$ cat src/rtl/noc_event_fifo_if.sv
// Handshake bundle for noc_event_fifo: FIFO write/read port plus the edge-detector signals.
// The master side drives requests and the monitored level; the slave side is the FIFO block.
interface noc_event_fifo_if #(
  parameter int unsigned WIDTH = 37
);
  logic [WIDTH-1:0] data_in;
  logic             wr_en;
  logic             rd_en;
  logic [WIDTH-1:0] data_out;
  logic             empty;
  logic             full;
  logic             sig;
  logic             rising_or_falling;
  logic             edge_detected;

  modport master (
    output data_in, wr_en, rd_en, sig, rising_or_falling,
    input  data_out, empty, full, edge_detected
  );

  modport slave (
    input  data_in, wr_en, rd_en, sig, rising_or_falling,
    output data_out, empty, full, edge_detected
  );
endinterface

$ cat src/rtl/noc_event_fifo.sv
// Response-descriptor FIFO with registered read data, plus a one-flop edge detector that
// turns level changes on a handshake signal into single-cycle pulses.
module noc_event_fifo #(
  parameter int unsigned WIDTH = 37,
  parameter int unsigned DEPTH = 16
) (
  input logic             clk,
  input logic             rst,
  noc_event_fifo_if.slave bus
);
  localparam int unsigned AW = (DEPTH > 1) ? $clog2(DEPTH) : 1;
  localparam logic [AW:0] FullCount = (AW + 1)'(DEPTH);

  logic [WIDTH-1:0] mem [DEPTH];
  logic [AW-1:0]    wptr_q;
  logic [AW-1:0]    rptr_q;
  logic [AW:0]      count_q;
  logic [WIDTH-1:0] data_out_q;
  logic             sig_q;
  logic             empty;
  logic             full;
  logic             wr_ok;
  logic             rd_ok;

  // A write while full is still accepted when a read frees a slot in the same cycle.
  always_comb begin
    empty = (count_q == '0);
    full  = (count_q == FullCount);
    rd_ok = bus.rd_en & ~empty;
    wr_ok = bus.wr_en & (~full | rd_ok);
  end

  // Storage is left unreset; only pointers and count define valid contents.
  always_ff @(posedge clk) begin
    if (wr_ok) begin
      mem[wptr_q] <= bus.data_in;
    end
  end

  always_ff @(posedge clk or posedge rst) begin
    if (rst) begin
      wptr_q     <= '0;
      rptr_q     <= '0;
      count_q    <= '0;
      data_out_q <= '0;
      sig_q      <= 1'b0;
    end else begin
      if (wr_ok) begin
        wptr_q <= wptr_q + 1'b1;
      end
      if (rd_ok) begin
        rptr_q     <= rptr_q + 1'b1;
        data_out_q <= mem[rptr_q];
      end
      case ({wr_ok, rd_ok})
        2'b10:   count_q <= count_q + 1'b1;
        2'b01:   count_q <= count_q - 1'b1;
        default: count_q <= count_q;
      endcase
      sig_q <= bus.sig;
    end
  end

  assign bus.data_out      = data_out_q;
  assign bus.empty         = empty;
  assign bus.full          = full;
  assign bus.edge_detected = bus.rising_or_falling ? (bus.sig & ~sig_q) : (~bus.sig & sig_q);
endmodule

$ cat src/flat_wrapper.sv
// flat-port wrapper written by rule: the top's interface ports become plain ports
module noc_event_fifo_flat 
#(
  parameter int unsigned WIDTH = 37,
  parameter int unsigned DEPTH = 16
)
  (clk, rst, bus_data_in, bus_wr_en, bus_rd_en, bus_sig, bus_rising_or_falling, bus_data_out, bus_empty, bus_full, bus_edge_detected);
  noc_event_fifo_if #(.WIDTH(WIDTH)) bus_i ();
  input logic clk;
  input logic rst;
  input wire logic [$bits(bus_i.data_in)-1:0] bus_data_in;
  input wire logic [$bits(bus_i.wr_en)-1:0] bus_wr_en;
  input wire logic [$bits(bus_i.rd_en)-1:0] bus_rd_en;
  input wire logic [$bits(bus_i.sig)-1:0] bus_sig;
  input wire logic [$bits(bus_i.rising_or_falling)-1:0] bus_rising_or_falling;
  output wire logic [$bits(bus_i.data_out)-1:0] bus_data_out;
  output wire logic [$bits(bus_i.empty)-1:0] bus_empty;
  output wire logic [$bits(bus_i.full)-1:0] bus_full;
  output wire logic [$bits(bus_i.edge_detected)-1:0] bus_edge_detected;
  assign bus_i.data_in = bus_data_in;
  assign bus_i.wr_en = bus_wr_en;
  assign bus_i.rd_en = bus_rd_en;
  assign bus_i.sig = bus_sig;
  assign bus_i.rising_or_falling = bus_rising_or_falling;
  assign bus_data_out = bus_i.data_out;
  assign bus_empty = bus_i.empty;
  assign bus_full = bus_i.full;
  assign bus_edge_detected = bus_i.edge_detected;
  noc_event_fifo #(.WIDTH(WIDTH), .DEPTH(DEPTH)) u_core (.clk(clk), .rst(rst), .bus(bus_i));
endmodule
$ cat config.mk
export PLATFORM = sky130hd
export DESIGN_NAME = noc_event_fifo_flat
export DESIGN_NICKNAME = d
export VERILOG_FILES = /design/src/rtl/noc_event_fifo_if.sv /design/src/rtl/noc_event_fifo.sv /design/src/flat_wrapper.sv
export SDC_FILE = /design/constraint.sdc
export NUM_CORES = 1
export LEC_CHECK = 0
export BUFFER_PORTS_ARGS = -buffer_cell sky130_fd_sc_hd__buf_2
export CAP_MARGIN = 20
export CORE_MARGIN = 4
export CORE_UTILIZATION = 40
export CTS_CLUSTER_DIAMETER = 30
export DETAILED_ROUTE_END_ITERATION = 8
export HOLD_SLACK_MARGIN = 0.08
export MAX_ROUTING_LAYER = met4
export SYNTH_ARGS = -nofsm -noshare
export SYNTH_HDL_FRONTEND = slang
export SYNTH_SLANG_ARGS = --single-unit
$ cat constraint.sdc
create_clock -name clk -period 6.2 [get_ports clk]
set_clock_uncertainty 0.15 [all_clocks]
set_input_delay 0.62 -clock clk [delete_from_list [all_inputs] [get_ports clk]]
set_output_delay 0.62 -clock clk [all_outputs]
set_load 0.02 [all_outputs]
# [Word level (Yosys, flattened, before mapping)]
# Memories as Yosys holds them, arrays and structs flattened. A register that Yosys moved wholly into a read port is not among the register bits.
# Cells that the tools add are included.
[word_totals] regBits=14 ram_bits=592 in_bits=43 output_inout_bits=40 wordCells=27 mem_count=1
[op_classes] add_sub_neg=4 eq_ne=3 mux=4 bitwise_logic=9 n_reduce_logical=2
[memory_table] memory="u_core.mem" depth=16 width=37 rd=1 rd_clocked_by_memory_dff=1 write_ports=1 line="noc_event_fifo.sv:14" source="logic [WIDTH-1:0] mem [DEPTH];"
[ops] cell="$pmux 5 s2" count=1
[ops] cell="$add 4x1->4 const B" count=2
[ops] cell="$add 5x1->5 const B" count=1
[ops] cell="$eq 5x5->1 const B" count=1
[ops] cell="$logic_not 5->1" count=1
[ops] cell="$sub 5x1->5 const B" count=1
[ops] cell="$and 1x1->1" count=4
[ops] cell="$not 1->1" count=4
[ops] cell="$mux 1" count=3
[ops] cell="$eq 2x1->1 const B" count=1
[ops] cell="$eq 2x2->1 const B" count=1
[ops] cell="$reduce_bool 2->1" count=1
[ops] cell="$or 1x1->1" count=1

# [Depth between registers and ports, before layout]
# Gate-level depths: netlist of the first run.
[logic_depth] depth_word=7 depth_mapped=10 mapped_depth_nobuf=8

# [Worst setup path after synthesis of the first run]
# Ideal clock, no wire load.
[synth_timing] kind="register to register" start="register u_core.count_q[0]" end="memory u_core.mem[0][0] (enable)" setup_ns=0.477 t_arrival_ns=3.654 t_required_ns=5.573 path_slack_ns=1.919 path_stages_with_launch=7 n_path_buf=2 period_less_slack_ns=4.281 cell_sequence="dfrtp_1 > or4_1 > buf_2 > o31a_1 > buf_2 > nand2_1 > nor3_1"
[synth_via] elab_chain_cells=7 elab_cells_between_ends=9 classes_between="eq/ne (1); mux (2); bitwise (5); reduce/logical (1)"
[synth_lines] item="start, declared" line="noc_event_fifo.sv:17" source="logic [AW:0] count_q;"
[synth_lines] item="start signal, assigned" line="noc_event_fifo.sv:56" source="2'b10: count_q <= count_q + 1'b1;"
[synth_lines] item="start signal, assigned" line="noc_event_fifo.sv:57" source="2'b01: count_q <= count_q - 1'b1;"
[synth_lines] item="start signal, assigned" line="noc_event_fifo.sv:58" source="default: count_q <= count_q;"
[synth_lines] item="$logic_not 5->1" line="noc_event_fifo.sv:27" source="empty = (count_q == '0);"
[synth_lines] item="$not 1->1" line="noc_event_fifo.sv:29" source="rd_ok = bus.rd_en & ~empty;"
[synth_lines] item="$and 1x1->1" line="noc_event_fifo.sv:29"
[synth_lines] item="$or 1x1->1 *" line="noc_event_fifo.sv:30" source="wr_ok = bus.wr_en & (~full | rd_ok);"
[synth_lines] item="$and 1x1->1 *" line="noc_event_fifo.sv:30"
[synth_lines] item="$mux 1 *" line="noc_event_fifo.sv:35" source="if (wr_ok) begin"
[synth_lines] item="$mux 1 (implied by the code) *" line="noc_event_fifo.sv:36" source="mem[wptr_q] <= bus.data_in;"
[synth_lines] item="end, declared" line="noc_event_fifo.sv:14"
# Every way passes the cells marked *; elsewhere a longest branch is shown, timed or not.

# [Final worst setup path of the first run]
[layout_timing] start="register u_core.count_q[0]" end="register u_core.count_q[4]"
[layout_via] elab_chain_cells=7 elab_cells_between_ends=13 classes_between="add/sub (2); eq/ne (3); mux (1); bitwise (5); reduce/logical (2)"
[layout_lines] item="$logic_not 5->1" line="noc_event_fifo.sv:27"
[layout_lines] item="$not 1->1" line="noc_event_fifo.sv:29"
[layout_lines] item="$and 1x1->1" line="noc_event_fifo.sv:29"
[layout_lines] item="$or 1x1->1" line="noc_event_fifo.sv:30"
[layout_lines] item="$and 1x1->1" line="noc_event_fifo.sv:30"
[layout_lines] item="$eq 2x1->1 or $eq 2x2->1 (tied branches)" line="noc_event_fifo.sv:55" source="case ({wr_ok, rd_ok})"
[layout_lines] item="$pmux 5 s2 or $reduce_bool 2->1 (tied branches)"
# Parallel ways exist; a longest one is shown, timed or not.
# A chain may end at the register's enable or synchronous reset.

==> flow_summary.ini, run 1 <==
[drt]
route.detailed.wl_per_inst_um = 24.8
wl_um = 52900
vias = 11600
viasPerCell = 5.44
drc = 0
ant_nets = 0
first_iter_violations = 1079
drt-pass1-iter-count = 5

[die]
die-area_um2 = 65000
die_w_um = 255
initial_utilization_pct = 40.4
io_pins = 83
core_um2 = 60400
dieHeight_um = 255
rows = 90

[timing]
rsz0062_at_grt = no
worst_slew_pin_slew_ns = 1.11
fin_tns_setup_ns = 0
drv_slew = 0
setup_viol = 0
layout_min_cycle_time_ns = 3.57
slew_headroom_pct = 25.7
whs_ns = 0.110
final_hold_viol_count = 0
fmax_mhz = 280
min_period_over_period_pct = 57.6

[clock_tree]
path_clk_slew_ns = 0.05
cts_tree = done
cts_max_path_buffers = 3
clock-root-buffer = clkbuf_16
cts_setup_buffers = 0
insertion_delay_ns = 0.64
clock-sinks = 643
h-tree-depth = 3
numCtsBuffers = 110

[yosys]
synthFlopType = edfxtp_1
synth_nets = 1139
yosys_warnings = 0
syn-cell-area_um2 = 24400
synth_cell_types = 36
syn_inst = 1087
yosys_register_bits = 643
ys_seq_area_share_pct = 78.1
syn_avg_cell_area_um2 = 22.5
async_reset_ff_share_pct = 7.93
synth_edf_count = 592

[grt]
grt_pass1_vias = 12500
track_usage_pct = 17.1
overflow = 0
antenna_found_initial = 3
grt_max_degree = 84
grt_pass1_wl_um = 79800

[worst_setup_path]
end_kind = flop
reg2reg_slack_ns = 2.63
critPathMaxFanout = 23
timing.rr.start = u_core.count_q[0]
ff2ff_path_depth = 9
endpoint = u_core.count_q[4]
crit_type = flop to flop
start_kind = flop
critPathArrivalTime_ns = 3.96
reg2reg_to = u_core.count_q[4]
cp.required_ns = 6.59
crit_start = u_core.count_q[0]

[placed_design]
hpwl_um = 26200
gp_congestion = 0.730
io_buffer_count = 82

[final_layout]
final_core_util_pct = 49.0
nets = 1299
drive_gt1_share_pct = 35.8
area_delta_synth_final_pct = 21.1

[power]
powerDensity_nw_per_um2 = 499
power_frac_comb_pct = 21.3
switchingPower_uw = 4150
vdd.ir_drop.worst_v = 0.000278
swShare_pct = 28.1
p_leak_uw = 0.00978
p_int_uw = 10600
pwr-share-seq_pct = 39.2
clockPowerShare_pct = 39.5

[run]
max_cap_violations = 0

[worst_hold_path]
worstHoldPathType = primary input to asynchronous set/reset pin

[status]
status = finished, final reports clean
-- cells in the final DEF, fill, tap and decap left out, drive strengths merged, types with 8 or more instances in the layout --
master,Yosys,layout
a21oi,20,20
ha,8,8
inv,5,10
clkinvlp,0,14
dfrtp,51,51
edfxtp,592,592
bufinv,0,9
clkinv,0,36
nor2,16,16
o221ai,20,20
clkbuf,12,144
buf,49,108
mux2,22,22
mux4,148,148
mux2i,38,38
nand2,34,34
o22ai,36,36
-- per-stage QoR --
| step | worst slack, ns | power (uW) | std cells | cell area [um2] |
|---|---|---|---|---|
| 2_1_floorplan | 1.92 | 8030 | 1087 | 24400 |
| 3_3_place_gp | 2.80 | 9010 | 1915 | 25800 |
| 3_5_place_dp | 2.70 | 9060 | 1915 | 25800 |
| 4_1_cts | 2.67 | 14900 | 2124 | 29500 |
| 5_1_grt | 2.52 | 15400 | 2127 | 29600 |
| 6_report | 2.63 | 14800 | 2128 | 29600 |
-- worst max-delay path: stages, from the launching register on --
cell and delay, ns:
dfrtp_1 0.43, or4_1 0.73, o21ai_2 0.18, buf_4 0.37
nor2_1 0.19, fa_1 0.44, a21o_1 0.19, a21oi_1 0.26
mux2_2 0.37, o221ai_1 0.16
-- how the worst min path moves through the flow --
stage                                  from                       to  slack (ns)  depth (start not counted)
finish                                  rst             u_core.sig_q        0.11                          3
global route                            rst         u_core.wptr_q[0]        0.16                          3
CTS                                     rst  u_core.bus.data_out[17]        0.11                          3
detailed placement  u_core.bus.data_out[36]  u_core.bus.data_out[36]        0.33                          2
global placement    u_core.bus.data_out[36]  u_core.bus.data_out[36]        0.32                          2
floorplan                 u_core.count_q[3]        u_core.count_q[3]        0.35                          1
-- timing repair --
action | CTS | global route
hold endpoints to repair | 1 | 0
hold buffers | 1 | 0
resized for setup | 0 | 0
-- cell type report --
type                       count  area [um2]
antenna                        3        7.51
clock buffer                 144        3000
clock inverter                64         673
fill                        4843       30800
inverter                       5        18.8
multi-input combinational    378        5150
sequential                   643       19100
tap                          782         978
timing repair buffer         109         661
-- sequential cells by signal, summed over array words and instances (netlist names) --
name	cells
u_core.wptr_q	4
u_core.count_q	5
u_core.mem	592
u_core.rptr_q	4
u_core.sig_q	1
u_core.bus.data_out	37
-- kinds of logic after synthesis --
kind of cell / after synthesis / share of synthesized area (%)
AOI/OAI and AO/OA: 89 / 2.52
buffers and inverters: 66 / 1.28
and+or+nand+nor: 64 / 1.12
muxes: 208 / 16.2
adders and majority gates: 9 / 0.492
DFF: 643 / 78.1
xor gates and xnor gates: 8 / 0.287
-- synth_stat cells (2+ instances only) --
cell type	n	area share [%]
o21ai_0	2	0.041
inv_1	5	0.077
a21o_1	2	0.061
buf_2	31	0.64
ha_1	8	0.41
nand4_1	2	0.051
o22ai_1	36	0.92
buf_6	3	0.14
mux2_2	19	0.88
clkbuf_1	12	0.18
a21oi_1	20	0.41
xor2_1	2	0.072
o221ai_1	20	0.72
nand2b_1	5	0.13
dfrtp_1	51	5.2
or2_2	2	0.051
buf_1	14	0.22
o21ai_2	2	0.072
nor2_1	16	0.25
mux2_1	3	0.14
mux2i_1	38	1.6
xnor2_1	6	0.22
o211ai_1	2	0.061
mux4_2	148	14
edfxtp_1	592	73
nand2_1	33	0.51
nor3_1	4	0.082
-- power groups by stage --
| stage | logic [uW] | registers, uW | clock network (uW) |
|---|---|---|---|
| after floorplan | 2340 | 5680 | 0 |
| after global placement | 3150 | 5860 | 0 |
| after detailed placement | 3180 | 5880 | 0 |
| after CTS | 3200 | 5800 | 5920 |
| after global routing | 3390 | 5840 | 6150 |
| final | 3150 | 5780 | 5830 |
-- metal layers --
layer  vias up  track usage, %  wire length [um]
met1      6223            23.1             22800
met5         -               -                 0
met3        68            3.20              2940
met2       337            26.6             26100
met4         0            5.50               966
li1       4956               -                 -
Power figures use the tool's default switching activity.
==> inputs of run 2 (changes only) <==
clock period = 2.88 ns   (was 6.2 ns; I/O delays follow)
==> flow_summary.ini, run 2 (synthesis gave the netlist of run 1 again) <==
[status]
status = finished, final reports clean

[clock_tree]
path_clk_slew_ns = 0.04
cts_tree = done
h-tree-depth = 3
insertion_delay_ns = 0.64
numCtsBuffers = 110
cts_max_path_buffers = 3
clock-sinks = 643
clock-root-buffer = clkbuf_16

[worst_setup_path]
crit_buf_inv = 2
start_kind = flop
critPathArrivalTime_ns = 2.99
end_kind = flop
worstPathCellList = or4_4 -> buf_4 -> o31a_1 -> nand2_1 -> nor3_4 -> buf_12
critical_path.top_delay_family = simple AND/OR/NAND/NOR gates
crit_type = flop to flop
worst_path_max_delay_cell = or4_4
critPathMaxFanout = 37
cp.required_ns = 3.08
max_stage_delay_ns = 0.56

[drt]
ant_nets = 0
drc = 0
first_iter_violations = 933
route.detailed.wl_per_inst_um = 25.4
viasPerCell = 5.42
vias = 11900
wl_um = 55500
drt-pass1-iter-count = 5

[final_layout]
multi_input_area_um2 = 5200
n_fill_cell = 4755
final_cell_mix = edfxtp_1 (592), mux4_2 (148), clkbuf_16 (112), buf_2 (82), dfrtp_1 (48)
diodes = 0
drive_gt1_share_pct = 36.8
area_delta_synth_final_pct = 25.6
nets = 1365
largest_reg_flops = 592
seq_area_um2 = 19100
final_cell_count_no_fill = 2188
layout_commonest_cell = edfxtp_1
regMostFlops = u_core.mem

[grt]
use_met1_pct = 23.9
grt_pass1_wl_um = 82500
grt_max_degree = 71
track_usage_pct = 17.9
antenna_found_initial = 0
met2_usage_pct = 28.4
grt.busiest_layer = met2
overflow = 0
use_met3_pct = 3.54
grt_pass1_vias = 12500

[timing]
rsz0062_at_grt = no
drv_slew = 0
layout_min_cycle_time_ns = 2.79
setup_viol = 0
slew_headroom_pct = 38.4
worst_slew_pin_slew_ns = 0.924
fmax_mhz = 358
final_hold_viol_count = 0
min_period_over_period_pct = 96.9
fin_tns_setup_ns = 0

[power]
powerDensity_nw_per_um2 = 1070
report.power.total_uw = 32900
p_leak_uw = 0.0102
vdd.ir_drop.worst_v = 0.000747

[placed_design]
dp_cells = 1939
hpwl_um = 32300
gp_congestion = 0.754
io_buffer_count = 82

[run]
max_cap_violations = 0

[die]
die_w_um = 255
die-area_um2 = 65000
core_um2 = 60400
rows = 90
dieHeight_um = 255
initial_utilization_pct = 40.4
io_pins = 83

[worst_hold_path]
worstHoldPathType = primary input to flop
run 2: where the power goes:
| group | total [uW] | internal, uW | switching [uW] | leakage, uW |
|---|---|---|---|---|
| Sequential | 12100 | 11400 | 622 | 0.00594 |
| Combinational | 7860 | 3570 | 4290 | 0.00247 |
| Clock | 12900 | 8490 | 4430 | 0.00182 |
run 2: area by class of cell:
type / count / share of cell area (%)
clock inverter: 77 / 2.82
tap: 782 / 3.19
sequential: 643 / 62.2
timing repair buffer: 175 / 5.26
clock buffer: 128 / 9.47
inverter: 5 / 0.0612
multi-input combinational: 378 / 17.0
run 2: worst reg2reg max path, delay by kind of cell, from the launching register on:
| kind | cells | cell delay, ns |
|---|---|---|
| AOI/OAI and AO/OA | 1 | 0.45 |
| buffers and inverters | 2 | 0.41 |
| DFF | 1 | 0.43 |
| and+or+nand+nor | 3 | 1.04 |
run 2: worst paths after layout:
kind,start,endpoint,slack [ns],depth (start not counted)
min in group asynchronous,rst,u_core.bus.data_out[1],0.32,4
worst max register to register,u_core.count_q[1],u_core.mem[1][34],0.09,6
worst min register to register,u_core.bus.data_out[35],u_core.bus.data_out[35],0.35,2
max in group asynchronous,rst,u_core.rptr_q[1],1.55,4
worst max-delay path,u_core.count_q[1],u_core.mem[1][34],0.09,6
worst min-delay path,bus_sig,u_core.sig_q,0.18,2
run 2: stage by stage:
step / util, % / setup slack, ns / hold WS (ns) / area, um2
floorplan: - / -0.367 / 0.169 / 24500
global placement: 43.8 / 0.0765 / 0.274 / 26400
detailed placement: 43.8 / 0.00487 / 0.277 / 26400
CTS: 50.8 / 0.0568 / 0.144 / 30600
global route: 50.8 / 0.00429 / 0.175 / 30600
finish: 50.8 / 0.0893 / 0.184 / 30600
run 2: per-layer routing:
| layer | vias to the layer above | part of all wire [%] |
|---|---|---|
| li1 | 5071 | - |
| met1 | 6321 | 42 |
| met2 | 375 | 50 |
| met3 | 87 | 6.0 |
| met4 | 0 | 2.0 |
| met5 | - | 0 |
run 2: timing repair:
item / CTS / global route
buffers inserted: 3 / 0
hold buffers: 41 / 0
pin swaps: 1 / 0
endpoints found under the hold margin: 649 / 0
setup endpoints to repair: 1 / 52
gates resized for setup: 0 / 1
